[config.mk]
export PLATFORM = sky130hd
export DESIGN_NAME = a7_ddr3_arbit
export DESIGN_NICKNAME = d
export VERILOG_FILES = /design/src/rtl/a7_ddr3_pkg.sv /design/src/rtl/a7_ddr3_arbit.sv
export SDC_FILE = /design/constraint.sdc
export NUM_CORES = 1
export LEC_CHECK = 0
export BUFFER_PORTS_ARGS = -buffer_cell sky130_fd_sc_hd__buf_4
export CORE_MARGIN = 8
export CORE_UTILIZATION = 36
export CTS_CLUSTER_SIZE = 25
export DETAILED_ROUTE_END_ITERATION = 6
export GPL_TIMING_DRIVEN = 0
export PLACE_DENSITY_LB_ADDON = 0.3
export SYNTH_ARGS = -nofsm -noshare
export SYNTH_HDL_FRONTEND = slang
export SYNTH_SLANG_ARGS = --single-unit
[constraint.sdc]
create_clock -name sclk -period 1.45 [get_ports sclk]
set_input_delay 0.29 -clock sclk [delete_from_list [all_inputs] [get_ports sclk]]
set_output_delay 0.29 -clock sclk [all_outputs]
set_load 0.01 [all_outputs]
[src/rtl/a7_ddr3_pkg.sv]
// Shared encodings for the DDR3 read/write arbiter: FSM states, MIG command
// codes and the default application-address width.
package a7_ddr3_pkg;

  typedef enum logic [1:0] {
    ST_INIT  = 2'd0,
    ST_IDLE  = 2'd1,
    ST_WRITE = 2'd2,
    ST_READ  = 2'd3
  } arb_state_t;

  localparam logic [2:0] MIG_CMD_WR = 3'b000;
  localparam logic [2:0] MIG_CMD_RD = 3'b001;

  localparam int AW_DEFAULT = 28;

endpackage

[src/rtl/a7_ddr3_arbit.sv]
// Arbitrates the MIG app command bus between a write and a read controller,
// alternating on contention and forcing release of grants that run too long.
module a7_ddr3_arbit
  import a7_ddr3_pkg::*;
#(
  parameter int TIMEOUT_CYC = 4096,
  parameter int AW          = AW_DEFAULT
) (
  input  logic          sclk,
  input  logic          rst_n,
  input  logic          init_calib_complete,
  input  logic          wr_req,
  input  logic          rd_req,
  input  logic          wr_end,
  input  logic          rd_end,
  output logic          wr_cmd_start,
  output logic          rd_cmd_start,
  input  logic          wr_app_en,
  input  logic [AW-1:0] wr_app_addr,
  input  logic [2:0]    wr_app_cmd,
  input  logic          rd_app_en,
  input  logic [AW-1:0] rd_app_addr,
  input  logic [2:0]    rd_app_cmd,
  output logic          app_en,
  output logic [AW-1:0] app_addr,
  output logic [2:0]    app_cmd,
  output logic [1:0]    arb_state,
  output logic          timeout_err
);

  // Wide enough to hold TIMEOUT_CYC itself after the final increment.
  localparam int CW = $clog2(TIMEOUT_CYC + 1);

  arb_state_t    state, next_state;
  logic          last_rd;
  logic [CW-1:0] cnt;
  logic          to_hit;
  logic          grant_entry;

  assign to_hit      = (cnt == CW'(TIMEOUT_CYC - 1));
  assign grant_entry = (state == ST_IDLE) &&
                       ((next_state == ST_WRITE) || (next_state == ST_READ));
  assign arb_state   = state;

  always_ff @(posedge sclk) begin
    if (!rst_n) begin
      state        <= ST_INIT;
      last_rd      <= 1'b1;
      cnt          <= '0;
      timeout_err  <= 1'b0;
      wr_cmd_start <= 1'b0;
      rd_cmd_start <= 1'b0;
    end else begin
      state        <= next_state;
      wr_cmd_start <= grant_entry && (next_state == ST_WRITE);
      rd_cmd_start <= grant_entry && (next_state == ST_READ);
      if (grant_entry) begin
        cnt     <= '0;
        last_rd <= (next_state == ST_READ);
      end else if ((state == ST_WRITE) || (state == ST_READ)) begin
        cnt <= cnt + 1'b1;
      end
      // An end pulse on the timeout cycle is a clean finish, not an error.
      if (to_hit && (((state == ST_WRITE) && !wr_end) ||
                     ((state == ST_READ)  && !rd_end)))
        timeout_err <= 1'b1;
    end
  end

  always_comb begin
    next_state = state;
    case (state)
      ST_INIT:  if (init_calib_complete) next_state = ST_IDLE;
      ST_IDLE: begin
        if (!init_calib_complete)              next_state = ST_INIT;
        else if (wr_req && (!rd_req || last_rd)) next_state = ST_WRITE;
        else if (rd_req)                       next_state = ST_READ;
      end
      ST_WRITE: if (wr_end || to_hit) next_state = ST_IDLE;
      ST_READ:  if (rd_end || to_hit) next_state = ST_IDLE;
      default:  next_state = ST_INIT;
    endcase
  end

  always_comb begin
    app_en   = 1'b0;
    app_addr = '0;
    app_cmd  = '0;
    case (state)
      ST_WRITE: begin
        app_en   = wr_app_en;
        app_addr = wr_app_addr;
        app_cmd  = wr_app_cmd;
      end
      ST_READ: begin
        app_en   = rd_app_en;
        app_addr = rd_app_addr;
        app_cmd  = rd_app_cmd;
      end
      default: ;
    endcase
  end

endmodule

# == Word-level counts from Yosys, hierarchy flattened ==
# Index checks and enable logic that the tools add are counted.
# op_classes
n_bitwise,1
n_reduce_logical,18
n_eq_ne,6
muxes,10
addsub,1
# op_table
op,count
one-hot mux 28 bit (2 select lines),1
adder 13 x 1 -> 13 bit (second input constant),1
== test 13 x 12 -> 1 bit (second input constant),1
two-way mux 2 bit,6
== test 2 bit (second input constant),4
one-hot mux 2 bit (4 select lines),1
logical AND 1 bit,7
logical OR 1 bit,6
one-hot mux 3 bit (2 select lines),1
zero test 1 bit,3
== test 2 x 1 -> 1 bit (second input constant),1
zero test 2 bit,1
one-hot mux 1 bit (2 select lines),1
OR reduction 2 bit,1
NOT 1 bit,1
# totals
ff_bits,19
elab_cells,42

# == Longest topological paths before layout ==
# Gate-level depths: netlist of run 1.
# logic_depth
depth_word,10
ltp_mapped,5
ltp_nobuf,4

# == Least setup slack after synthesis of run 1 ==
# Ideal clock, no wire load.
# synth_path
path_kind,flip-flop to output port
start,"register state[0], in the netlist arb_state[0]"
end,output port app_addr[0]
path_slack_ns,0.015
arrival_ns,1.145
path_buffers,2
path_stages_with_launch,5
cell_sequence,dfxtp_1 buf_2 buf_2 mux2i_1 nor2_1
# synth_between
elab_chain_cells,2
word_cells_on_any_way,3
cone_classes,2 x eq/ne; 1 x mux
# synth_lines
item,line_no,text
"start, declared",a7_ddr3_arbit.sv:34,"arb_state_t state, next_state;"
"start signal, assigned",a7_ddr3_arbit.sv:54,state <= next_state;
== test 2 bit,a7_ddr3_arbit.sv:89,case (state)
one-hot mux 28 bit (2 select lines) (*),a7_ddr3_arbit.sv:89,
"end, declared",a7_ddr3_arbit.sv:25,"output logic [AW-1:0] app_addr,"
# Mark *: on every way between the ends. The rest lies on a longest branch, timed or not.

# == Worst setup path after layout of run 1 ==
# layout_path
start,"register state[0], in the netlist arb_state[0]"
end,output port app_addr[24]
# Same word-level chain as after synthesis.

==> impl_metrics.ini, run 1 <==
[route]
post-route-drc-count = 0
vias = 1665
firstDrtPassIters = 4
drtAntennaViolNets = 0
wirelength_mm = 5.36
wl_per_cell_um = 16.1
vias_per_cell = 5.02
drt_iter0_markers = 78

[global_route]
gr-usage-met2 = 0.302
met1_usage = 0.157
grt_max_degree = 11
grt_overflow = 0
grt_pass1_wl_mm = 8.26
top_usage_layer = met2
met3_usage = 0.0922
grt_antenna_before_repair = 0
grt_pass1_vias = 1732
gr-usage-all-layers = 0.166

[finish]
fin_nets = 357
n_antenna_cell = 0
drive_gt1_frac = 0.521
area_growth_pct = 86.4
fillerInstances = 283

[critical_path]
crit_path_end_kind = output pin
critPathMaxFanout = 10
crit_slowest_cell = dfxtp_2
ff2ff_setup_slack_ns = 0
reg2reg_to = arb_state[0]$_SDFF_PN0_
cp_cell_sequence = buf_12 -> buf_12 -> mux2i_1 -> nor2_1 -> buf_4
r2r_cells = 4
crit_required_ns = 1.16
r2r_start = cnt[1]$_SDFFE_PP0P_
worstPathArrival_ns = 1.31
max_stage_delay_ns = 0.36
cp_common_cell = buf_12
cp-start-kind = register
crit_type = register to output pin

[timing]
post-route-min-period_ns = 1.60
finalCritPeriodShare = 1.10
fin_skew_ns = 0.00197
fmax_mhz = 627
grt_setup_unrepaired = yes
setup_tns_ns = -3.64
tightest_slew_ns = 0.360
maxSlewHeadroom = 0.760
finalMaxSlewViolations = 0
fin_ws_ns = -0.146
final-hold-violation-count = 0
setup_viol_count_final = 33

[run_status]
status = finished, violations left
violations = negative setup slack

[synth]
synthArstFlopShare = 0
synth.distinct_cells = 36
seq_area_frac_synth = 0.278
netlist_area_mm2 = 0.00137
yosysWarnings = 0
synth_edf_count = 0
synth_ff_type = dfxtp_1
synthesis.nets = 240
yosys_register_bits = 19
synth_cells = 168
syn_area_per_cell_um2 = 8.14

[power]
leakage_nw = 1.13
power.total_w = 0.00127
ir_drop_mv = 0.262
power.density_mw_per_mm2 = 496

[floorplan]
dieArea_mm2 = 0.00603
core_mm2 = 0.00366
fp.dieW_um = 77.6
num_rows = 22
start_util = 0.374
dieHeight_um = 77.6
pin_count = 108

[cts]
clk_pin_slew_ns = 0.07
cts_buffer_depth = 2
cts_root_buf = clkbuf_8
clkLatencyLatePin_ns = 0.26
cts_buffers = 3
htree_levels = 1
cts.sinks = 19
cts_tree = done

[min_path]
hp-class = input pin to register
worstHoldPathCells = 2
hp-start = rst_n
min_to = last_rd$_SDFFE_PN1P_

[place]
io_buffers = 106
post-dp-hpwl_mm = 4.34
place_congestion = 0.743
dp_slack_ns = -0.224

[run]
cap_violations = 0
## where the power goes
group	switching [W]	internal (W)	total, W
sequential	0.00000359	0.000523	0.000527
combinational	0.000126	0.000243	0.000369
clock	0.000174	0.000196	0.000369
## critical path: cells and delay by family, from the launching register on
family	cells	cell delay [ns]
and+or+nand+nor	1	0.06
DFF	1	0.36
muxes	1	0.19
buffers and inverters	3	0.43
## layout make-up
cell class,instances,area (um2),area share
Buffer,11,149,0.0584
Clock buffer,4,45.0,0.0177
Inverter,2,10.0,0.00393
Multi-Input combinational cell,136,1010,0.395
Sequential cell,19,395,0.155
Tap cell,48,60.1,0.0236
Timing Repair Buffer,112,882,0.346
## metal layers
metal	up-vias	wire (um)	share of wire
met5	-	0	0
li1	839	-	-
met1	757	1970	0.37
met4	0	37	0.0069
met2	65	2790	0.52
met3	4	555	0.10
## worst max path at each step
stage	from	endpoint	slack, ns	cells after the start
2_1_floorplan	arb_state[0]$_SDFF_PN0_	app_addr[0]	0.01	4
3_5_place_dp	arb_state[0]$_SDFF_PN0_	app_addr[26]	-0.22	5
6_report	arb_state[0]$_SDFF_PN0_	app_addr[24]	-0.15	5
5_1_grt	arb_state[0]$_SDFF_PN0_	app_addr[9]	-0.21	5
3_3_place_gp	arb_state[0]$_SDFF_PN0_	app_cmd[0]	-0.17	5
4_1_cts	arb_state[0]$_SDFF_PN0_	app_addr[26]	-0.15	5
## synth_stat cells, types with 2 or more instances
| library cell | n | share of area |
|---|---|---|
| nor2_1 | 37 | 0.10 |
| mux2i_1 | 35 | 0.26 |
| dfxtp_1 | 19 | 0.28 |
| o21ai_0 | 8 | 0.029 |
| a21oi_1 | 6 | 0.022 |
| nand2_1 | 6 | 0.016 |
| buf_2 | 5 | 0.018 |
| clkbuf_1 | 5 | 0.014 |
| nand4_1 | 3 | 0.014 |
| nor2b_1 | 3 | 0.014 |
| o211ai_1 | 3 | 0.016 |
| o31ai_1 | 3 | 0.016 |
| or3_1 | 3 | 0.014 |
| or4_1 | 3 | 0.016 |
| xor2_1 | 3 | 0.019 |
| mux2_2 | 2 | 0.016 |
| nand4_2 | 2 | 0.018 |
| nor3_1 | 2 | 0.0073 |
| nor3b_1 | 2 | 0.011 |
| nor4_1 | 2 | 0.0091 |
## cells by family after synthesis
group,share of synthesized area
fa+ha+maj,0.00915
xor+xnor,0.0256
flops,0.278
buf+inv,0.0430
compound gates,0.120
simple gates,0.252
mux,0.273
## state kept, by name (all words and copies together) (netlist names)
register and count:
timeout_err 1, arb_state 2, rd_cmd_start 1, last_rd 1, wr_cmd_start 1, cnt 13
## cell usage in the layout, fill, tap and decap left out, types with 4 or more instances in the layout
master,instances
a21oi_1,6
buf_12,4
buf_4,110
clkbuf_8,6
dfxtp_1,11
dfxtp_2,6
mux2i_1,34
nand2_1,6
nor2_1,36
o21ai_0,8
## per-stage QoR
step | cell area, um2 | cells | util | hold slack [ns]
6_report | 2550 | 332 | 0.696 | 0.375
5_1_grt | 2550 | 332 | 0.696 | 0.395
4_1_cts | 2460 | 330 | 0.671 | 0.345
3_5_place_dp | 2220 | 322 | 0.607 | 0.470
3_3_place_gp | 2220 | 322 | 0.607 | 0.461
2_1_floorplan | 1370 | 168 | - | 0.448
## what timing repair did
action                     4_1_cts  5_1_grt
resized for setup               39       15
hold buffers                     0        0
setup buffers                    3        1
setup endpoints to repair       44       43
gates cloned                     1        1
pin swaps                        1        1
hold endpoints to repair         0        0
(Power assumes the default switching activity.)
==> run 2: changes to the inputs <==
- ABC_AREA: default -> 0
- PLACE_DENSITY: default -> 0.77
- PLACE_DENSITY_LB_ADDON: 0.3 -> default
==> run 2 against run 1 <==
Effect of this change: the flow still finishes with violations (negative setup slack); worst hold slack improved by 0.030 ns; sequential cell count unchanged; setup slack got worse by 0.0078 ns; total power increased by 0.22%; critical path depth unchanged; combinational power about the same; die area unchanged; cell count increased by 0.60%; routed wire length increased by 3.5%; critical endpoint is now app_addr[26]; largest cell class unchanged.
==> impl_metrics.ini, run 2 (synthesis gave the netlist of run 1 again) <==
[run_status]
status = finished, violations left
violations = negative setup slack

[finish]
utilization = 0.695
multi_input_area_um2 = 980
n_antenna_cell = 0
regMostFlops = cnt
seq_area_um2 = 392
layout_common_cells = 111 x buf_4, 37 x nor2_1, 35 x mux2i_1
layout_commonest_cell = buf_4
area_growth_pct = 86.0
fillerInstances = 318
drive_gt1_frac = 0.507
largest_register_ffs = 13
fin_nets = 359

[route]
vias = 1694
post-route-drc-count = 0
drt_iter0_markers = 65
wl_per_cell_um = 16.6
wirelength_mm = 5.55
vias_per_cell = 5.07
firstDrtPassIters = 4
drtAntennaViolNets = 0

[global_route]
grt_max_degree = 12
grt_pass1_wl_mm = 8.41
gr-usage-all-layers = 0.167
grt_overflow = 0
grt_antenna_before_repair = 0
grt_pass1_vias = 1748

[critical_path]
worstPathArrival_ns = 1.31
crit_required_ns = 1.16
crit_type = register to output pin
crit_path_end_kind = output pin
cp-start-kind = register
critPathMaxFanout = 9

[place]
io_buffers = 106
place_congestion = 0.750
post-dp-hpwl_mm = 4.39

[timing]
whs_ns = 0.405
fmax_mhz = 624
tightest_slew_ns = 0.452
final-hold-violation-count = 0
finalCritPeriodShare = 1.11
post-route-min-period_ns = 1.60
setup_viol_count_final = 32
finalMaxSlewViolations = 0
maxSlewHeadroom = 0.699
grt_setup_unrepaired = yes
fin_ws_ns = -0.154
fin_skew_ns = 0.00437

[floorplan]
start_util = 0.374
core_mm2 = 0.00366
dieHeight_um = 77.6
dieArea_mm2 = 0.00603
num_rows = 22
fp.dieW_um = 77.6
pin_count = 108

[min_path]
hp-class = input pin to register

[cts]
clk_pin_slew_ns = 0.08
cts_buffer_depth = 2
cts_root_buf = clkbuf_8
htree_levels = 1
cts.sinks = 19
cts_tree = done
clkLatencyLatePin_ns = 0.25
cts_buffers = 3

[power]
leakage_nw = 1.14
power.density_mw_per_mm2 = 499
ir_drop_mv = 0.263

[run]
cap_violations = 0
-- run 2: area by class of cell --
| cell class | count | share of cell area |
|---|---|---|
| well taps | 48 | 0.0236 |
| repair buffers | 114 | 0.357 |
| multi-input cells | 136 | 0.385 |
| inverters | 2 | 0.00394 |
| plain buffers | 11 | 0.0580 |
| flip-flops and latches | 19 | 0.154 |
| clock inverters | 1 | 0.00197 |
| clock buffers | 3 | 0.0162 |
-- run 2: worst paths after layout --
| kind | slack [ns] | start | end | depth (start not counted) |
|---|---|---|---|---|
| setup / recovery | -0.15 | arb_state[0]$_SDFF_PN0_ | app_addr[26] | 5 |
| hold / removal | 0.40 | init_calib_complete | rd_cmd_start$_SDFF_PN0_ | 3 |
| setup reg to reg | 0.04 | cnt[1]$_SDFFE_PP0P_ | arb_state[0]$_SDFF_PN0_ | 4 |
| hold reg to reg | 0.49 | timeout_err$_SDFFE_PN0P_ | timeout_err$_SDFFE_PN0P_ | 1 |
-- run 2: worst max-delay path, stage by stage (launching register included) --
cell	delay, ns
dfxtp_2	0.36
buf_12	0.15
buf_12	0.12
mux2i_1	0.21
nor2_1	0.06
buf_4	0.14
-- run 2: timing repair --
| action | in CTS | in global routing |
|---|---|---|
| setup endpoints to repair | 45 | 45 |
| buffers inserted | 3 | 2 |
| cloned | 0 | 3 |
| hold buffers | 0 | 0 |
| pin swaps | 0 | 1 |
| gates resized for setup | 33 | 11 |
-- run 2: power breakdown --
part | switching [W] | internal [W] | total, W | leakage (nW)
Clock | 0.000183 | 0.000191 | 0.000373 | 0.0255
Combinational | 0.000126 | 0.000243 | 0.000369 | 0.955
Sequential | 0.00000316 | 0.000523 | 0.000526 | 0.156
Total | 0.000312 | 0.000956 | 0.00127 | 1.14
-- run 2: metrics by stage --
| step | power, W | worst slack (ns) | instance area, um2 | std cells | setup TNS, ns |
|---|---|---|---|---|---|
| floorplan | 0.000667 | 0.0148 | 1370 | 168 | 0 |
| global placement | 0.000833 | -0.217 | 2220 | 322 | -5.33 |
| detailed placement | 0.000840 | -0.198 | 2220 | 322 | -5.38 |
| CTS | 0.00123 | -0.128 | 2410 | 329 | -3.41 |
| global route | 0.00132 | -0.202 | 2540 | 334 | -5.78 |
| finish | 0.00127 | -0.154 | 2540 | 334 | -3.93 |
-- run 2: per-layer routing --
layer  GRT usage  vias up  wire (um)
met4      0.0321        0         19
met5           0        -          0
met3      0.0864        2        597
met2       0.308       63       2960
li1            -      844          -
met1       0.162      785       1970
==> run 3: changes to the inputs <==
- GPL_TIMING_DRIVEN: 0 -> default
==> run 3 against run 2 <==
Effect of this change: first-iteration DRC count increased by 18%; die area unchanged; maximum frequency increased by 1.1%; the run still ends with negative setup slack left; sequential cell count unchanged; clock skew decreased by 0.00080 ns.
==> impl_metrics.ini, run 3 (synthesis gave the netlist of run 1 again) <==
[cts]
cts_buffers = 3
cts_buffer_depth = 2
htree_levels = 1
cts.sinks = 19
clkLatencyLatePin_ns = 0.25
cts_tree = done
cts_root_buf = clkbuf_8
clk_pin_slew_ns = 0.06

[finish]
n_antenna_cell = 0
area_growth_pct = 81.5
drive_gt1_frac = 0.525
regMostFlops = cnt
largest_register_ffs = 13
fillerInstances = 294
layout_common_cells = 118 x buf_4, 37 x nor2_1, 33 x mux2i_1
final_area_mm2 = 0.00248
layout_commonest_cell = buf_4
fin_nets = 357

[timing]
tightest_slew_ns = 0.268
final-hold-violation-count = 0
grt_setup_unrepaired = yes
whs_ns = 0.293
fin_ws_ns = -0.136
post-route-min-period_ns = 1.59
fin_skew_ns = 0.00357
fmax_mhz = 631
finalCritPeriodShare = 1.09
finalMaxSlewViolations = 0
setup_viol_count_final = 32
setup_tns_ns = -3.06
maxSlewHeadroom = 0.820

[critical_path]
critical_path.endpoint = app_addr[23]
critPathMaxFanout = 7
cp-start-kind = register
r2r_cells = 4
max_stage_delay_ns = 0.45
crit_start = arb_state[0]$_SDFF_PN0_
ff2ff_setup_slack_ns = 0.04
r2r_start = cnt[1]$_SDFFE_PP0P_
reg2reg_to = arb_state[0]$_SDFF_PN0_
cp_cell_sequence = buf_6 -> mux2i_1 -> nor2_1 -> buf_4
crit_type = register to output pin
crit_path_end_kind = output pin
worstPathArrival_ns = 1.30
crit_required_ns = 1.16
crit_slowest_cell = dfxtp_4

[run_status]
status = finished, violations left
violations = negative setup slack

[floorplan]
pin_count = 108
dieArea_mm2 = 0.00603
core_mm2 = 0.00366
start_util = 0.374
dieHeight_um = 77.6
num_rows = 22
fp.dieW_um = 77.6

[global_route]
grt_antenna_before_repair = 0
grt_pass1_wl_mm = 8.34
grt_overflow = 0
grt_max_degree = 27
gr-usage-all-layers = 0.166
grt_pass1_vias = 1748

[place]
placed_area_mm2 = 0.00228
io_buffers = 107
post-dp-hpwl_mm = 4.45
dp_slack_ns = 0.0168
place_congestion = 0.752

[route]
post-route-drc-count = 0
wirelength_mm = 5.49
drt_iter0_markers = 77
firstDrtPassIters = 4
drtAntennaViolNets = 0
vias = 1679
vias_per_cell = 5.06
wl_per_cell_um = 16.5

[min_path]
hp-class = input pin to register
hp-start = rst_n
worstHoldPathCells = 2

[power]
power.density_mw_per_mm2 = 499
leakage_nw = 1.12
ir_drop_mv = 0.233

[run]
cap_violations = 0
-- run 3: cell types whose count changed in the layout (fill, tap and decap cells not counted), sizes merged --
| cell | previous run | this run |
|---|---|---|
| clkbuf | 12 | 5 |
| buf | 116 | 122 |
| clkinv | 1 | 0 |
-- run 3: where the power goes --
group          total (W)  leakage [nW]  internal, W  switching (W)
Combinational   0.000341         0.936     0.000227       0.000114
Sequential      0.000535         0.158     0.000526     0.00000953
Clock           0.000362        0.0228     0.000195       0.000167
Total            0.00124          1.12     0.000948       0.000290
-- run 3: how the worst min path moves through the flow --
stage                           end
2_1_floorplan  cnt[12]$_SDFFE_PP0P_
3_3_place_gp   cnt[12]$_SDFFE_PP0P_
3_5_place_dp   cnt[12]$_SDFFE_PP0P_
4_1_cts        last_rd$_SDFFE_PN1P_
5_1_grt        last_rd$_SDFFE_PN1P_
6_report       last_rd$_SDFFE_PN1P_
-- run 3: worst max-delay path, delay by kind of cell, from the launching register on --
| family | cells | cell delay (ns) |
|---|---|---|
| and+or+nand+nor | 1 | 0.07 |
| DFF | 1 | 0.45 |
| buffers and inverters | 2 | 0.32 |
| muxes | 1 | 0.22 |
-- run 3: per-stage QoR --
step	utilization	total power (W)	cells
after floorplan	-	0.000667	168
after global placement	0.622	0.000844	323
after detailed placement	0.622	0.000852	323
after CTS	0.649	0.00123	330
after global routing	0.678	0.00130	332
final	0.678	0.00124	332
-- run 3: layout make-up --
| type | instances | area (um2) | share of cell area |
|---|---|---|---|
| clock buffer | 4 | 45.0 | 0.0181 |
| inverter | 2 | 7.51 | 0.00302 |
| multi-input combinational | 136 | 992 | 0.400 |
| sequential | 19 | 393 | 0.158 |
| tap | 48 | 60.1 | 0.0242 |
| timing repair buffer | 123 | 985 | 0.397 |
-- run 3: repair_timing --
action / 4_1_cts / 5_1_grt
pin swaps: 1 / 15
endpoints found under the setup margin: 32 / 40
hold buffers: 0 / 0
cloned: 1 / 1
resized for setup: 5 / 19
buffers inserted: 2 / 1
-- run 3: layer usage --
| metal | vias up | GRT usage | wire length, um |
|---|---|---|---|
| li1 | 836 | - | - |
| met1 | 759 | 0.170 | 2020 |
| met2 | 76 | 0.308 | 2910 |
| met3 | 8 | 0.0611 | 471 |
| met4 | 0 | 0.0434 | 84 |
| met5 | - | 0 | 0 |
